$ cat config.mk
export PLATFORM = sky130hd
export DESIGN_NAME = goldschmidt_int_div
export DESIGN_NICKNAME = d
export VERILOG_FILES = /design/src/rtl/goldschmidt_int_div.sv
export SDC_FILE = /design/constraint.sdc
export NUM_CORES = 2
export LEC_CHECK = 0
export BUFFER_PORTS_ARGS = -buffer_cell sky130_fd_sc_hd__clkbuf_2
export CAP_MARGIN = 20
export CORE_AREA = 4 4 417 336
export CTS_CLUSTER_SIZE = 8
export DETAILED_ROUTE_END_ITERATION = 12
export DIE_AREA = 0 0 421 340
export HOLD_SLACK_MARGIN = 0.03
export PLACE_DENSITY = 0.66
export SETUP_SLACK_MARGIN = 0.5
export SLEW_MARGIN = 20
export SYNTH_ARGS = -nofsm -noshare
export SYNTH_HDL_FRONTEND = slang
export SYNTH_SLANG_ARGS = --single-unit
$ cat constraint.sdc
create_clock -name clk -period 13.6 [get_ports clk]
set_input_delay 2.72 -clock clk [delete_from_list [all_inputs] [get_ports clk]]
set_output_delay 2.72 -clock clk [all_outputs]
set_load 0.1 [all_outputs]
$ cat src/rtl/goldschmidt_int_div.sv
`default_nettype none
// ============================================================================
// Module   : goldschmidt_int_div
// Purpose  : Integer wrapper around a Goldschmidt fraction divider: normalizes
//            N/D, drives the divider, then rescales and corrects its quotient.
// Revision : 1.0 - initial release
// ============================================================================
module goldschmidt_int_div #(
    parameter int WIDTH   = 32,
    parameter int MAX_FIX = 2
) (
    input  logic             clk,
    input  logic             clrn,
    input  logic             start,
    input  logic [WIDTH-1:0] dividend,
    input  logic [WIDTH-1:0] divisor,
    output logic [WIDTH-1:0] quotient,
    output logic [WIDTH-1:0] remainder,
    output logic             dbz,
    output logic             busy,
    output logic             ready,
    output logic [31:0]      div_a,
    output logic [31:0]      div_b,
    output logic             div_start,
    input  logic [31:0]      div_q,
    input  logic             div_ready
);

    localparam int CNT_W = $clog2(MAX_FIX + 1);

    typedef enum logic [2:0] {
        S_IDLE  = 3'd0,
        S_NORM  = 3'd1,
        S_ISSUE = 3'd2,
        S_WAIT  = 3'd3,
        S_SCALE = 3'd4,
        S_FIX   = 3'd5,
        S_DONE  = 3'd6
    } state_t;

    state_t             state_q, state_d;
    logic [WIDTH-1:0]   n_q, n_d;
    logic [WIDTH-1:0]   d_q, d_d;
    logic [WIDTH-1:0]   quotient_q, quotient_d;
    logic [WIDTH-1:0]   remainder_q, remainder_d;
    logic               dbz_q, dbz_d;
    logic [31:0]        div_a_q, div_a_d;
    logic [31:0]        div_b_q, div_b_d;
    logic [4:0]         sh_q, sh_d;
    logic [31:0]        qraw_q, qraw_d;
    logic [WIDTH-1:0]   qe_q, qe_d;
    logic [CNT_W-1:0]   fix_cnt_q, fix_cnt_d;

    logic [5:0]         w_la;
    logic [5:0]         w_lb;
    logic [5:0]         w_sh;
    logic [2*WIDTH-1:0] w_prod;
    logic [WIDTH-1:0]   w_rem;
    logic               w_over;

    function automatic logic [5:0] lzc(input logic [WIDTH-1:0] x);
        logic [5:0] cnt;
        logic       hit;
        cnt = 6'(WIDTH);
        hit = 1'b0;
        for (int i = WIDTH - 1; i >= 0; i--) begin
            if (!hit && x[i]) begin
                cnt = 6'(WIDTH - 1 - i);
                hit = 1'b1;
            end
        end
        return cnt;
    endfunction

    assign w_la   = lzc(n_q);
    assign w_lb   = lzc(d_q);
    assign w_sh   = 6'd31 - (w_lb - w_la);
    assign w_prod = {{WIDTH{1'b0}}, qe_q} * {{WIDTH{1'b0}}, d_q};
    assign w_over = w_prod > {{WIDTH{1'b0}}, n_q};
    // Only meaningful when the product does not exceed N, so low bits are exact.
    assign w_rem  = n_q - w_prod[WIDTH-1:0];

    always_comb begin
        state_d     = state_q;
        n_d         = n_q;
        d_d         = d_q;
        quotient_d  = quotient_q;
        remainder_d = remainder_q;
        dbz_d       = dbz_q;
        div_a_d     = div_a_q;
        div_b_d     = div_b_q;
        sh_d        = sh_q;
        qraw_d      = qraw_q;
        qe_d        = qe_q;
        fix_cnt_d   = fix_cnt_q;

        case (state_q)
            S_IDLE: begin
                if (start) begin
                    n_d     = dividend;
                    d_d     = divisor;
                    state_d = S_NORM;
                end
            end
            S_NORM: begin
                if (d_q == '0) begin
                    quotient_d  = '1;
                    remainder_d = n_q;
                    dbz_d       = 1'b1;
                    state_d     = S_DONE;
                end else if (n_q == '0 || w_la > w_lb) begin
                    // More leading zeros in N than in D means N < D.
                    quotient_d  = '0;
                    remainder_d = n_q;
                    dbz_d       = 1'b0;
                    state_d     = S_DONE;
                end else begin
                    dbz_d   = 1'b0;
                    div_a_d = n_q << w_la;
                    div_b_d = d_q << w_lb;
                    sh_d    = w_sh[4:0];
                    state_d = S_ISSUE;
                end
            end
            S_ISSUE: begin
                state_d = S_WAIT;
            end
            S_WAIT: begin
                // div_q is only valid in the div_ready cycle, so capture it here.
                if (div_ready) begin
                    qraw_d  = div_q;
                    state_d = S_SCALE;
                end
            end
            S_SCALE: begin
                qe_d      = qraw_q >> sh_q;
                fix_cnt_d = '0;
                state_d   = S_FIX;
            end
            S_FIX: begin
                if (fix_cnt_q == CNT_W'(MAX_FIX)) begin
                    quotient_d  = qe_q;
                    remainder_d = w_rem;
                    state_d     = S_DONE;
                end else if (w_over) begin
                    qe_d      = qe_q - 1'b1;
                    fix_cnt_d = fix_cnt_q + CNT_W'(1);
                end else if (w_rem >= d_q) begin
                    qe_d      = qe_q + 1'b1;
                    fix_cnt_d = fix_cnt_q + CNT_W'(1);
                end else begin
                    quotient_d  = qe_q;
                    remainder_d = w_rem;
                    state_d     = S_DONE;
                end
            end
            S_DONE: begin
                state_d = S_IDLE;
            end
            default: begin
                state_d = S_IDLE;
            end
        endcase
    end

    always_ff @(posedge clk or negedge clrn) begin
        if (!clrn) begin
            state_q     <= S_IDLE;
            n_q         <= '0;
            d_q         <= '0;
            quotient_q  <= '0;
            remainder_q <= '0;
            dbz_q       <= 1'b0;
            div_a_q     <= '0;
            div_b_q     <= '0;
            sh_q        <= '0;
            qraw_q      <= '0;
            qe_q        <= '0;
            fix_cnt_q   <= '0;
        end else begin
            state_q     <= state_d;
            n_q         <= n_d;
            d_q         <= d_d;
            quotient_q  <= quotient_d;
            remainder_q <= remainder_d;
            dbz_q       <= dbz_d;
            div_a_q     <= div_a_d;
            div_b_q     <= div_b_d;
            sh_q        <= sh_d;
            qraw_q      <= qraw_d;
            qe_q        <= qe_d;
            fix_cnt_q   <= fix_cnt_d;
        end
    end

    assign quotient  = quotient_q;
    assign remainder = remainder_q;
    assign dbz       = dbz_q;
    assign div_a     = div_a_q;
    assign div_b     = div_b_q;
    assign busy      = (state_q == S_NORM)  || (state_q == S_ISSUE) ||
                       (state_q == S_WAIT)  || (state_q == S_SCALE) ||
                       (state_q == S_FIX);
    assign ready     = (state_q == S_DONE);
    assign div_start = (state_q == S_ISSUE);

endmodule
`default_nettype wire

==> flow_summary_export.csv <==
group,metric,value,unit
place,dpl.cell_count,8063,
hold_path,min_path_cells,1,
floorplan,die_w,421,um
clock_tree,htreeDepth,2,
yosys,synth.largest_area_cell,"fa_1",
yosys,ys_seq_area_share,12.4,%
floorplan,ios,232,
worst_setup_path,end_kind,"flop",
floorplan,die_h,340,um
clock_tree,cts_buffers,41,
clock_tree,cts_tree,"built",
global_route,antenna_found_initial,8,
timing,finalSetupViolCount,0,
global_route,grt_max_degree,92,
final_layout,nNetsFinal,7748,
yosys,synth_cell_types,104,
drt,drc,0,
final_layout,postLayoutCellArea,59600,um2
worst_setup_path,r2r-end,"qe_q[31]",
worst_setup_path,crit_path_start,"qe_q[15]",
worst_setup_path,crit_end,"qe_q[31]",
timing,hold_viol_final,0,
timing,rsz0062_at_grt,"yes",
timing,fin_crit_sh,93.5,%
drt,met3_length,25300,um
final_layout,multi_input_area,42300,um2
final_layout,instances_no_fill,8152,
yosys,synth-main-ff-cell,"dfrtp_1",
drt,drt-met1-wl,85400,um
yosys,yosys-top-cells-area,"fa_1 33%, dfrtp_1 12%, ha_1 9.2%",
global_route,grt_pass1_wl,298000,um
worst_setup_path,path_class,"flop to flop",
worst_setup_path,r2r-start,"qe_q[15]",
final_layout,nFillCells,13100,
floorplan,initial_core_util,39.8,%
place,dp_slack,0.127,ns
clock_tree,holdBufCountCts,0,
timing,finalSetupTns,0,ns
yosys,yosysTopAreaCellShare,33.3,%
drt,route.met2.wl,78500,um
timing,layout_setup_ws,0.890,ns
hold_path,worst_hold_path_type,"flop to flop",
drt,ant_nets,0,
place,gp_congestion,1.02,
floorplan,core_area,136000,um2
worst_setup_path,startpoint_type,"flop",
run_status,status,"finished clean",
yosys,synthCells,6214,
flow_run,maxCapViolations,0,
final_layout,layout-drive-gt1-share,11.8,%
global_route,grt_pass1_vias,46700,
yosys,ys_ff_latch,267,
floorplan,rows,121,
yosys,syn_nets,7609,
timing,slew_viol_final,0,
yosys,synth_edf_count,0,
yosys,synthesis.area,54100,um2
clock_tree,clk_pin_slew_worst_paths,0.07,ns
place,dp.final_hpwl,161000,um
yosys,synth_most_common_cell,"inv_1",
global_route,overflow,0,
clock_tree,numClockSinks,267,
worst_setup_path,slowest_delay,0.56,ns
worst_setup_path,crit_slowest_cell,"fa_1",
yosys,syn-mean-instance-area,8.70,um2
worst_setup_path,required,14.05,ns
global_route,grt_usage,27.2,%
drt,wl_per_cell,24.0,um
clock_tree,clock_path_buffers,3,
worst_setup_path,cp_common_cell,"fa_1",
clock_tree,cts-root-buf,"clkbuf_16",
floorplan,die_area,143000,um2
worst_setup_path,crit_arrival,13.16,ns
worst_setup_path,worstPathMaxFanout,24,
drt,drt_first_iter_violations,4567,
drt,first_pass_iters,6,
timing,slew-limit-headroom,23.9,%
place,placed_area,57600,um2
final_layout,seq_area,6700,um2
timing,tightest_slew,1.13,ns
drt,totalWireLength,196000,um
clock_tree,worstSkewPairLatency,0.60,ns
timing,finClkSkew,0.0465,ns
yosys,synth_commonest_cells,"1101 x inv_1, 914 x nand2_1, 899 x fa_1",
timing,min_period,12.71,ns
drt,vias,45700,
worst_setup_path,rrSetupSlack,0.89,ns
drt,drt-vias-per-instance,5.60,
yosys,synth_warnings,0,
final_layout,area_growth,10.2,%
worst_setup_path,r2r_cells,53,
place,port_buffers,231,
timing,fmax,0.0787,GHz
yosys,synthArstFlopShare,100,%
drt,highest_layer,"met5",
[stage by stage]
step	util, %	hold slack (ns)
global placement	42.4	0.449
floorplan	-	0.452
global route	43.9	0.494
detailed placement	42.4	0.457
finish	43.9	0.470
CTS	43.3	0.468
[critical path: cells and delay by family (launching register included)]
family | cells | cell delay, ns
adders and majority gates | 11 | 5.10
AOI/OAI and AO/OA | 21 | 3.99
and+or+nand+nor | 12 | 2.33
buffers and inverters | 8 | 0.58
DFF | 1 | 0.42
xor gates and xnor gates | 1 | 0.12
[cells by family after synthesis]
family / count (synthesis) / synth area share, %
xor+xnor: 95 / 1.54
flops: 267 / 12.4
simple gates: 1877 / 16.3
compound gates: 909 / 10.7
buf+inv: 1472 / 10.5
fa+ha+maj: 1295 / 42.4
mux: 299 / 6.14
[flip-flops by register name (all words and copies together) (netlist names)]
signal / count
d_q: 32
dbz: 1
sh_q: 5
fix_cnt_q: 2
div_b: 32
quotient: 32
qe_q: 32
n_q: 32
state_q: 3
remainder: 32
qraw_q: 32
div_a: 32
[cell usage in the layout (no fill, tap or decap), drive strengths merged, types with 9 or more instances in the layout]
cell type,netlist,final
a211oi,37,37
a21boi,12,12
a21o,65,65
a21oi,248,248
a221oi,9,9
a22o,11,11
a31oi,23,23
and2,422,422
and3,16,16
buf,55,228
clkbuf,307,276
clkinv,7,11
dfrtp,267,267
fa,899,899
ha,396,396
inv,1103,1106
mux2,80,80
mux2i,201,201
mux4,18,18
nand2,914,914
nand2b,26,26
nand3,48,48
nand4,37,37
nor2,255,255
nor2b,17,17
nor3,56,56
nor4,27,27
o211ai,28,28
o21a,29,29
o21ai,272,272
o21bai,26,26
o22ai,15,15
o31ai,17,17
or2,10,10
or3,12,12
xnor2,55,55
xor2,40,40
[routing by layer]
metal,vias up,GRT usage (%)
met2,2435,38.1
li1,19900,-
met5,-,0
met4,8,8.06
met1,23000,39.7
met3,333,9.19
[area by class of cell]
| type | count | share of cell area (%) |
|---|---|---|
| multi-input cells | 4475 | 71.0 |
| flip-flops and latches | 267 | 11.2 |
| clock inverters | 8 | 0.147 |
| well taps | 1783 | 3.74 |
| diodes | 5 | 0.0210 |
| repair buffers | 458 | 5.06 |
| inverters | 1110 | 7.00 |
| clock buffers | 46 | 1.77 |
[worst min path at each step]
stage	start	endpoint	slack, ns
final	div_a[31]	div_a[31]	0.47
after global routing	div_a[16]	div_a[16]	0.49
after CTS	div_a[31]	div_a[31]	0.47
after detailed placement	div_a[31]	div_a[31]	0.46
after global placement	div_b[31]	div_b[31]	0.45
after floorplan	fix_cnt_q[1]	fix_cnt_q[1]	0.45
[repair_timing]
item,CTS,global route
pin swaps,4,62
buffers inserted,0,30
endpoints found under the setup margin,11,16
gates resized for setup,10,139
Power is not shown: default switching activity piles up to over one toggle a cycle in this logic, so the estimate is an artifact.
